--- src/rtl/mul_issue.sv ---
// Issue stage between the integer pipeline and an external 64x64 multiplier.
// Latches one request, issues it, selects the result half and holds it for writeback.
module mul_issue (
    input  logic        clock,
    input  logic        reset,
    input  logic        in_valid,
    output logic        in_ready,
    input  logic [1:0]  op,
    input  logic        word,
    input  logic [63:0] src1,
    input  logic [63:0] src2,
    input  logic        flush,
    output logic        out_valid,
    input  logic        out_ready,
    output logic [63:0] out_data,
    output logic        m_valid,
    input  logic        m_ready,
    output logic        m_flush,
    output logic        m_mulw,
    output logic [1:0]  m_signed,
    output logic [63:0] m_multiplicand,
    output logic [63:0] m_multiplier,
    input  logic        m_out_valid,
    input  logic [63:0] m_hi,
    input  logic [63:0] m_lo
);

    localparam int unsigned XLEN = 64;
    localparam int unsigned WLEN = 32;

    localparam logic [1:0] OP_MUL    = 2'b00;
    localparam logic [1:0] OP_MULHSU = 2'b10;
    localparam logic [1:0] OP_MULHU  = 2'b11;

    typedef enum logic [2:0] {
        S_IDLE,
        S_ISSUE,
        S_WAIT,
        S_DONE,
        S_DRAIN
    } state_e;

    state_e            state_q, state_d;
    logic [1:0]        op_q, op_d;
    logic              word_q, word_d;
    logic [XLEN-1:0]   out_data_q, out_data_d;
    logic              m_flush_q, m_flush_d;
    logic              m_mulw_q, m_mulw_d;
    logic [1:0]        m_signed_q, m_signed_d;
    logic [XLEN-1:0]   m_mcand_q, m_mcand_d;
    logic [XLEN-1:0]   m_mplier_q, m_mplier_d;
    logic [XLEN-1:0]   result_c;

    function automatic logic [XLEN-1:0] sext_word(input logic [WLEN-1:0] v);
        return {{(XLEN-WLEN){v[WLEN-1]}}, v};
    endfunction

    // Writeback value chosen from the multiplier halves by the latched op
    always_comb begin
        result_c = m_hi;
        if (word_q) begin
            result_c = sext_word(m_lo[WLEN-1:0]);
        end else if (op_q == OP_MUL) begin
            result_c = m_lo;
        end
    end

    always_comb begin
        state_d    = state_q;
        op_d       = op_q;
        word_d     = word_q;
        out_data_d = out_data_q;
        m_flush_d  = 1'b0;
        m_mulw_d   = m_mulw_q;
        m_signed_d = m_signed_q;
        m_mcand_d  = m_mcand_q;
        m_mplier_d = m_mplier_q;

        unique case (state_q)
            S_IDLE: begin
                if (in_valid && !flush) begin
                    op_d     = op;
                    word_d   = word;
                    m_mulw_d = word;
                    if (word) begin
                        m_signed_d = 2'b11;
                        m_mcand_d  = sext_word(src1[WLEN-1:0]);
                        m_mplier_d = sext_word(src2[WLEN-1:0]);
                    end else begin
                        m_signed_d = (op == OP_MULHU)  ? 2'b00 :
                                     (op == OP_MULHSU) ? 2'b10 : 2'b11;
                        m_mcand_d  = src1;
                        m_mplier_d = src2;
                    end
                    state_d = S_ISSUE;
                end
            end
            S_ISSUE: begin
                if (flush) begin
                    state_d = S_IDLE;
                end else if (m_ready) begin
                    state_d = S_WAIT;
                end
            end
            S_WAIT: begin
                // A result landing with the flush already finished the op; nothing to cancel
                if (flush) begin
                    if (m_out_valid) begin
                        state_d = S_IDLE;
                    end else begin
                        m_flush_d = 1'b1;
                        state_d   = S_DRAIN;
                    end
                end else if (m_out_valid) begin
                    out_data_d = result_c;
                    state_d    = S_DONE;
                end
            end
            S_DONE: begin
                if (flush || out_ready) begin
                    state_d = S_IDLE;
                end
            end
            S_DRAIN: begin
                if (m_out_valid) begin
                    state_d = S_IDLE;
                end
            end
            default: state_d = S_IDLE;
        endcase
    end

    always_ff @(posedge clock) begin
        if (!reset) begin
            state_q    <= S_IDLE;
            op_q       <= 2'b00;
            word_q     <= 1'b0;
            out_data_q <= '0;
            m_flush_q  <= 1'b0;
            m_mulw_q   <= 1'b0;
            m_signed_q <= 2'b00;
            m_mcand_q  <= '0;
            m_mplier_q <= '0;
        end else begin
            state_q    <= state_d;
            op_q       <= op_d;
            word_q     <= word_d;
            out_data_q <= out_data_d;
            m_flush_q  <= m_flush_d;
            m_mulw_q   <= m_mulw_d;
            m_signed_q <= m_signed_d;
            m_mcand_q  <= m_mcand_d;
            m_mplier_q <= m_mplier_d;
        end
    end

    // Flush must suppress the issue handshake in the same cycle it arrives
    assign m_valid        = (state_q == S_ISSUE) && !flush;
    assign in_ready       = (state_q == S_IDLE);
    assign out_valid      = (state_q == S_DONE);
    assign out_data       = out_data_q;
    assign m_flush        = m_flush_q;
    assign m_mulw         = m_mulw_q;
    assign m_signed       = m_signed_q;
    assign m_multiplicand = m_mcand_q;
    assign m_multiplier   = m_mplier_q;

endmodule

--- config.mk ---
export PLATFORM = sky130hd
export DESIGN_NAME = mul_issue
export DESIGN_NICKNAME = d
export VERILOG_FILES = /design/src/rtl/mul_issue.sv
export SDC_FILE = /design/constraint.sdc
export NUM_CORES = 1
export LEC_CHECK = 0
export CORE_AREA = 4 4 181 183
export DETAILED_ROUTE_END_ITERATION = 8
export DIE_AREA = 0 0 185 187
export GPL_TIMING_DRIVEN = 0
export SYNTH_ARGS = -nofsm -noshare
export SYNTH_HDL_FRONTEND = slang
export SYNTH_SLANG_ARGS = --single-unit
--- constraint.sdc ---
create_clock -name clock -period 4 [get_ports clock]
set_input_delay 0.4 -clock clock [delete_from_list [all_inputs] [get_ports clock]]
set_output_delay 0.4 -clock clock [all_outputs]
set_load 0.005 [all_outputs]
# ---- After elaboration in Yosys (flattened, before gate mapping)
# Cells that the tools add are included.
dict set report totals {
  word_cells 47
  reg_bits 201
  output_inout_bits 199
}
dict set report classes {
  n_bitwise 1
  n_eq_ne 11
  n_mux 17
  reduce_logical 10
}
# op n
set op_table {}
lappend op_table {{$mux 64} 4}
lappend op_table {{$mux 3} 8}
lappend op_table {{$pmux 3 s5} 1}
lappend op_table {{$eq 3x2->1 const B} 2}
lappend op_table {{$ne 3x3->1 const B} 2}
lappend op_table {{$reduce_and 3->1} 2}
lappend op_table {{$reduce_and 5->1} 1}
lappend op_table {{$eq 2x2->1 const B} 2}
lappend op_table {{$mux 2} 2}
lappend op_table {{$ne 2x1->1 const B} 2}
lappend op_table {{$eq 3x1->1 const B} 1}
lappend op_table {{$eq 3x3->1 const B} 1}
lappend op_table {{$logic_not 3->1} 1}
lappend op_table {{$logic_and 1x1->1} 2}
lappend op_table {{$logic_not 2->1} 1}
lappend op_table {{$mux 1} 2}
lappend op_table {{$ne 2x2->1 const B} 1}
lappend op_table {{$reduce_and 2->1} 1}
lappend op_table {{$logic_not 1->1} 1}
lappend op_table {{$logic_or 1x1->1} 1}
lappend op_table {{$not 1->1} 1}

# ---- Logic depth before layout (Yosys ltp)
# Gate-level depths: netlist of the first run.
dict set report depth {
  depth_word 4
  depth_mapped 7
  mapped_depth_nobuf 4
}

# ---- Worst setup path before layout of the first run
# OpenSTA, ideal clock, no wires.
dict set report synth_path {
  kind {register to register}
  from {register op_q[1]}
  to {register out_data_q[33] (netlist: out_data[33])}
  setup_ns 0.122
  arrival_time_ns 1.314
  path_buffers 1
  slack_ns 2.564
  t_required_ns 3.878
  stages_incl_launch_ff 6
  synth_period_minus_slack_ns 1.436
  cell_sequence {dfxtp_1 > nor2_1 > buf_2 > mux2_2 > o21ai_0 > o22ai_1}
}
dict set report synth_via {
  elab_chain_cells 3
}
# element line_no
set synth_rtl {}
lappend synth_rtl {{start, declared} 44} ;# logic [1:0] op_q, op_d;
lappend synth_rtl {{start signal, assigned} 146} ;# op_q <= op_d;
lappend synth_rtl {{$logic_not 2->1} 63} ;# end else if (op_q == OP_MUL) begin
lappend synth_rtl {{$mux 64} 63}
lappend synth_rtl {{$mux 64} 61} ;# if (word_q) begin
lappend synth_rtl {{end signal, assigned} 148} ;# out_data_q <= out_data_d;
lappend synth_rtl {{end, declared} 46} ;# logic [XLEN-1:0] out_data_q, out_data_d;
# Every way passes these cells.
# A chain may end at the register's enable or synchronous reset.

# ---- Worst setup path after layout of the first run
dict set report layout_path {
  from {register state_q[1]}
  to {output out_valid}
}
dict set report layout_via {
  elab_chain_cells 1
}
# element line_no
set layout_rtl {}
lappend layout_rtl {{start, declared} 43} ;# state_e state_q, state_d;
lappend layout_rtl {{start signal, assigned} 145} ;# state_q <= state_d;
lappend layout_rtl {{$eq 3x2->1} 160} ;# assign out_valid = (state_q == S_DONE);
lappend layout_rtl {{end, declared} 13} ;# output logic out_valid,
# Every way passes these cells.

==> impl_metrics.env, run 1 <==
export IMPL_yosysSeqAreaShare_pct=45.94
export IMPL_startpoint_type="register"
export IMPL_period_share_pct=58.60
export IMPL_mostFrequentLayoutCells="clkdlybuf4s50_1, nand2_1, dfxtp_1"
export IMPL_setup_tns_ns=0
export IMPL_final_core_util_pct=47.28
export IMPL_io_pins=465
export IMPL_drt_met1_wl_um=13990
export IMPL_fin_crit_ns=2.344
export IMPL_fin_nets=1705
export IMPL_met3_length_um=2977
export IMPL_place_ws_ns=1.548
export IMPL_first_pass_iters=5
export IMPL_grt_pass1_wl_um=51790
export IMPL_rows=65
export IMPL_finalClockSkew_ns=0.008308
export IMPL_cts_sinks=201
export IMPL_syn_cell_area_mm2=0.008758
export IMPL_powerDensity_mw_per_mm2=400.2
export IMPL_max_freq_ghz=0.4266
export IMPL_p_leak_uw=0.006601
export IMPL_final_common_cell="clkdlybuf4s50_1"
export IMPL_status="finished clean"
export IMPL_drc_errors=0
export IMPL_avgSynthCellArea_um2=9.219
export IMPL_place_congestion=0.7776
export IMPL_vias=8711
export IMPL_syn_inst=950
export IMPL_core_area_mm2=0.03123
export IMPL_fin_cells=1860
export IMPL_first_global_vias=8722
export IMPL_critPathArrivalTime_ns=1.94
export IMPL_root_buffer="clkbuf_16"
export IMPL_rsz0062_at_grt="false"
export IMPL_yosysWarningCount=0
export IMPL_cts_tree="yes"
export IMPL_io_buffers=463
export IMPL_layout_drive_gt1_share_pct=8.442
export IMPL_cp_max_fo=8
export IMPL_finalHoldViolCount=0
export IMPL_post_cts_buffers=0
export IMPL_vdd_drop_max_v=0.0003212
export IMPL_wl_per_cell_um=18.60
export IMPL_worst_pin_slew_ns=0.7203
export IMPL_highest_layer="met5"
export IMPL_antenna_left=0
export IMPL_area_growth_syn_to_layout_pct=68.60
export IMPL_worst_slack_ns=1.656
export IMPL_synth_seq_cells=201
export IMPL_n_fill_cell=3054
export IMPL_cts_hold_repair_buffers=0
export IMPL_die_w_um=185
export IMPL_ys_types=29
export IMPL_cts_resized=0
export IMPL_place_hpwl_um=27030
export IMPL_multiInputGateArea_mm2=0.004213
export IMPL_cp_end_kind="primary output"
export IMPL_clock_path_buffers=3
export IMPL_met2_length_um=16860
export IMPL_dp_cells=1815
export IMPL_clkTransAtPathRegs_ns=0.06
export IMPL_drt_wl_total_um=34600
export IMPL_drt_iter0_markers=308
export IMPL_viasPerCell=4.683
export IMPL_design_power_total_uw=5910
export IMPL_max_slew_margin_pct=51.98
export IMPL_grt_max_degree=13
export IMPL_cts_buffers_inserted=24
export IMPL_clk_latency_ns=0.51
export IMPL_synthesis_nets=1216
export IMPL_grt_overflow_total=0
export IMPL_maxCapViolations=0
export IMPL_regArea_mm2=0.004024
export IMPL_drv_slew=0
export IMPL_setup_violations=0
export IMPL_antenna_found_initial=3
export IMPL_holdCritPathClass="input port to register"
export IMPL_grt_util_all_layers_pct=18.66
export IMPL_initial_core_util_pct=28.04
export IMPL_die_area_mm2=0.03460
export IMPL_critPathKind="register to primary output"
export IMPL_h_tree_depth=1
export IMPL_required_ns=3.60
export IMPL_die_y_um=187
==> sequential cells by signal, indices dropped and copies added, names as in the netlist <==
| name | flops |
|---|---|
| m_flush | 1 |
| op_q | 2 |
| state_q | 3 |
| m_multiplicand | 64 |
| m_signed | 2 |
| m_multiplier | 64 |
| m_mulw | 1 |
| out_data | 64 |
==> cell families (layout without fill, tap and decap cells) <==
logic type             Yosys count  in the layout  synth area share [%]
muxes                           66             66                 8.000
AOI/OAI and AO/OA              236            236                 21.60
other                            0              1                     0
DFF                            201            201                 45.94
buffers and inverters           92            599                 5.957
and+or+nand+nor                355            355                 18.50
==> path summary, 6_finish.rpt <==
check / startpoint / endpoint / slack, ns / cells after the start
hold reg to reg: m_multiplicand[26] / m_multiplicand[26] / 0.45 / 2
setup / recovery: state_q[1] / out_valid / 1.66 / 3
setup reg to reg: op_q[1] / out_data[33] / 2.00 / 5
hold / removal: word / m_mulw / 0.36 / 3
==> synthesized netlist by cell type (all sizes together) <==
master | number | area share, %
o211a | 98 | 11
a222oi | 1 | 0.11
and2 | 1 | 0.071
nand2 | 205 | 8.8
clkbuf | 40 | 1.7
o21ai | 32 | 1.8
nand3 | 66 | 3.8
mux2i | 34 | 3.9
a21oi | 2 | 0.11
buf | 52 | 4.2
o22ai | 33 | 2.4
o21bai | 1 | 0.086
and4 | 1 | 0.10
a211oi | 1 | 0.086
a31oi | 1 | 0.071
dfxtp | 201 | 46
a21boi | 67 | 5.7
mux2 | 32 | 4.1
nand2b | 66 | 4.7
nor2 | 6 | 0.26
nor3 | 2 | 0.11
nor2b | 5 | 0.44
and3 | 3 | 0.21
==> metrics by stage <==
stage	cell area (um^2)	hold WS, ns
6_report	14770	0.3595
5_1_grt	14770	0.3995
4_1_cts	14760	0.3619
3_5_place_dp	13900	0.4457
3_3_place_gp	13900	0.4398
2_1_floorplan	8758	0.4514
==> area by class of cell <==
type | instances | area share (%)
timing repair buffer | 463 | 31.38
multi-input combinational | 657 | 28.53
sequential | 201 | 27.25
clock buffer | 36 | 5.058
buffer | 92 | 3.533
tap | 402 | 3.406
clock inverter | 8 | 0.8219
antenna | 1 | 0.01695
==> report_power, final <==
| part | leakage (uW) | internal [uW] | switching (uW) | total (uW) |
|---|---|---|---|---|
| clock | 0.000428 | 1480 | 875 | 2360 |
| sequential | 0.00164 | 2160 | 86.7 | 2240 |
| combinational | 0.00454 | 773 | 538 | 1310 |
| total | 0.00660 | 4410 | 1500 | 5910 |
==> critical path: stages (launching register included) <==
cell,delay (ns)
dfxtp_1,0.47
nor2b_4,0.23
and2_1,0.14
clkdlybuf4s50_1,0.60
==> routing by layer <==
layer | GRT usage, % | vias to the layer above
li1 | - | 4298
met1 | 22.49 | 4051
met2 | 32.72 | 315
met3 | 5.834 | 43
met4 | 3.755 | 4
met5 | 0 | -
No activity file was read; power rests on OpenSTA's default activity.
==> run 2: changes to the inputs <==
==> constraint.sdc (replaced) <==
create_clock -name clock -period 2 [get_ports clock]
set_input_delay 0.2 -clock clock [delete_from_list [all_inputs] [get_ports clock]]
set_output_delay 0.2 -clock clock [all_outputs]
set_load 0.005 [all_outputs]
==> run 2 against run 1 <==
Combinational power is 100% higher. Clock power grew 100%. Clock skew barely moved. Sequential power rose by 100%. Via count hardly changed. Routed wire length about the same. Highest routed layer unchanged.
==> impl_metrics.env, run 2 (synthesis results as in run 1) <==
export IMPL_status="finished clean"
export IMPL_internal_power_uw=8818
export IMPL_final_core_util_pct=47.29
export IMPL_r2r_start="op_q[1]"
export IMPL_grt_max_degree=13
export IMPL_clock_path_buffers=3
export IMPL_cts_sinks=201
export IMPL_drv_slew=0
export IMPL_clk_latency_ns=0.51
export IMPL_startpoint_type="register"
export IMPL_max_freq_ghz=0.5283
export IMPL_grt_util_all_layers_pct=18.66
export IMPL_io_buffers=463
export IMPL_io_pins=465
export IMPL_drt_wl_total_um=34600
export IMPL_pwr_share_clk_pct=39.9
export IMPL_rows=65
export IMPL_swShare_pct=25.38
export IMPL_maxCapViolations=0
export IMPL_fin_nets=1705
export IMPL_required_ns=1.80
export IMPL_finalClockSkew_ns=0.008513
export IMPL_grt_overflow_total=0
export IMPL_cts_buffers_inserted=24
export IMPL_worstHoldStart="word"
export IMPL_critPathKind="register to primary output"
export IMPL_vdd_drop_max_v=0.0006423
export IMPL_vias=8713
export IMPL_period_share_pct=94.65
export IMPL_mostFrequentLayoutCells="clkdlybuf4s50_1, nand2_1, dfxtp_1"
export IMPL_cp_end_kind="primary output"
export IMPL_wl_per_cell_um=18.60
export IMPL_netSwitchingPower_uw=3000
export IMPL_cp_max_fo=10
export IMPL_die_area_mm2=0.03460
export IMPL_initial_core_util_pct=28.04
export IMPL_reg2reg_slack_ns=0.19
export IMPL_max_slew_margin_pct=52.13
export IMPL_clkTransAtPathRegs_ns=0.06
export IMPL_drt_iter0_markers=308
export IMPL_core_area_mm2=0.03123
export IMPL_die_y_um=187
export IMPL_powerDensity_mw_per_mm2=800.3
export IMPL_p_leak_uw=0.006611
export IMPL_antenna_found_initial=3
export IMPL_layout_drive_gt1_share_pct=8.579
export IMPL_first_global_vias=8722
export IMPL_place_congestion=0.7776
export IMPL_dp_cells=1815
export IMPL_drc_errors=0
export IMPL_final_common_cell="clkdlybuf4s50_1"
export IMPL_viasPerCell=4.684
export IMPL_first_pass_iters=5
export IMPL_finalHoldViolCount=0
export IMPL_rsz0062_at_grt="false"
export IMPL_fin_crit_ns=1.893
export IMPL_post_cts_buffers=0
export IMPL_fin_cells=1860
export IMPL_worst_pin_slew_ns=0.7181
export IMPL_h_tree_depth=1
export IMPL_holdCritPathClass="input port to register"
export IMPL_grt_pass1_wl_um=51790
export IMPL_setup_violations=0
export IMPL_cts_tree="yes"
export IMPL_place_ws_ns=-0.2520
export IMPL_die_w_um=185
export IMPL_setup_tns_ns=0
export IMPL_startpoint="state_q[0]"
export IMPL_power_share_sequential_pct=38.0
export IMPL_antenna_left=0
export IMPL_place_hpwl_um=27030
export IMPL_critPathArrivalTime_ns=1.69
export IMPL_n_fill_cell=3054
export IMPL_area_growth_syn_to_layout_pct=68.61
export IMPL_worst_slack_ns=0.1071
export IMPL_root_buffer="clkbuf_16"
export IMPL_p_comb_share_pct=22.2
export IMPL_design_power_total_uw=11820
==> run 2: cell types whose count changed in the layout (fill, tap and decap cells not counted), sizes merged <==
cell / change
clkdlybuf4s50: -2
dlygate4sd2: +2
==> run 2: critical path: stages (launching register included) <==
cell and delay [ns]:
dfxtp_1 0.30, buf_2 0.17, nor3_1 0.14, clkdlybuf4s50_1 0.57
==> run 2: power groups by stage <==
stage / registers, uW / clock network (uW) / logic [uW]
2_1_floorplan: 4570 / 0 / 1110
5_1_grt: 4530 / 4990 / 2850
3_5_place_dp: 4570 / 0 / 2660
4_1_cts: 4490 / 4850 / 2670
6_report: 4490 / 4710 / 2620
3_3_place_gp: 4560 / 0 / 2650
==> run 2: cell type report <==
class | count | area [um^2] | share of cell area [%]
tap | 402 | 503.0 | 3.406
antenna | 1 | 2.502 | 0.01694
clock inverter | 8 | 121.4 | 0.8218
buffer | 92 | 521.8 | 3.533
sequential | 201 | 4025 | 27.26
clock buffer | 36 | 747.0 | 5.058
multi-input combinational | 657 | 4215 | 28.54
timing repair buffer | 463 | 4632 | 31.36
==> run 2: repair_timing <==
action | 4_1_cts | 5_1_grt
endpoints found under the hold margin | 0 | 0
hold buffers | 0 | 0
endpoints found under the setup margin | 5 | 0
resized for setup | 4 | 0
==> run 2: through the flow <==
step / hold WS (ns) / cell area, um^2
detailed placement: 0.4457 / 13900
finish: 0.1596 / 14770
floorplan: 0.3348 / 8758
global placement: 0.4398 / 13900
global route: 0.1995 / 14770
CTS: 0.1619 / 14770
==> run 2: worst paths after layout <==
kind,endpoint,cells past startpoint
hold / removal,m_mulw,3
hold reg to reg,m_multiplicand[26],2
setup reg to reg,out_data[33],5
setup / recovery,in_ready,3
==> run 2: layer usage <==
metal	global-route usage [%]	part of all wire, %	routed length, um
met1	22.49	40	13990
met2	32.72	49	16850
met3	5.834	8.6	2981
met4	3.755	2.1	742
met5	0	0.078	27
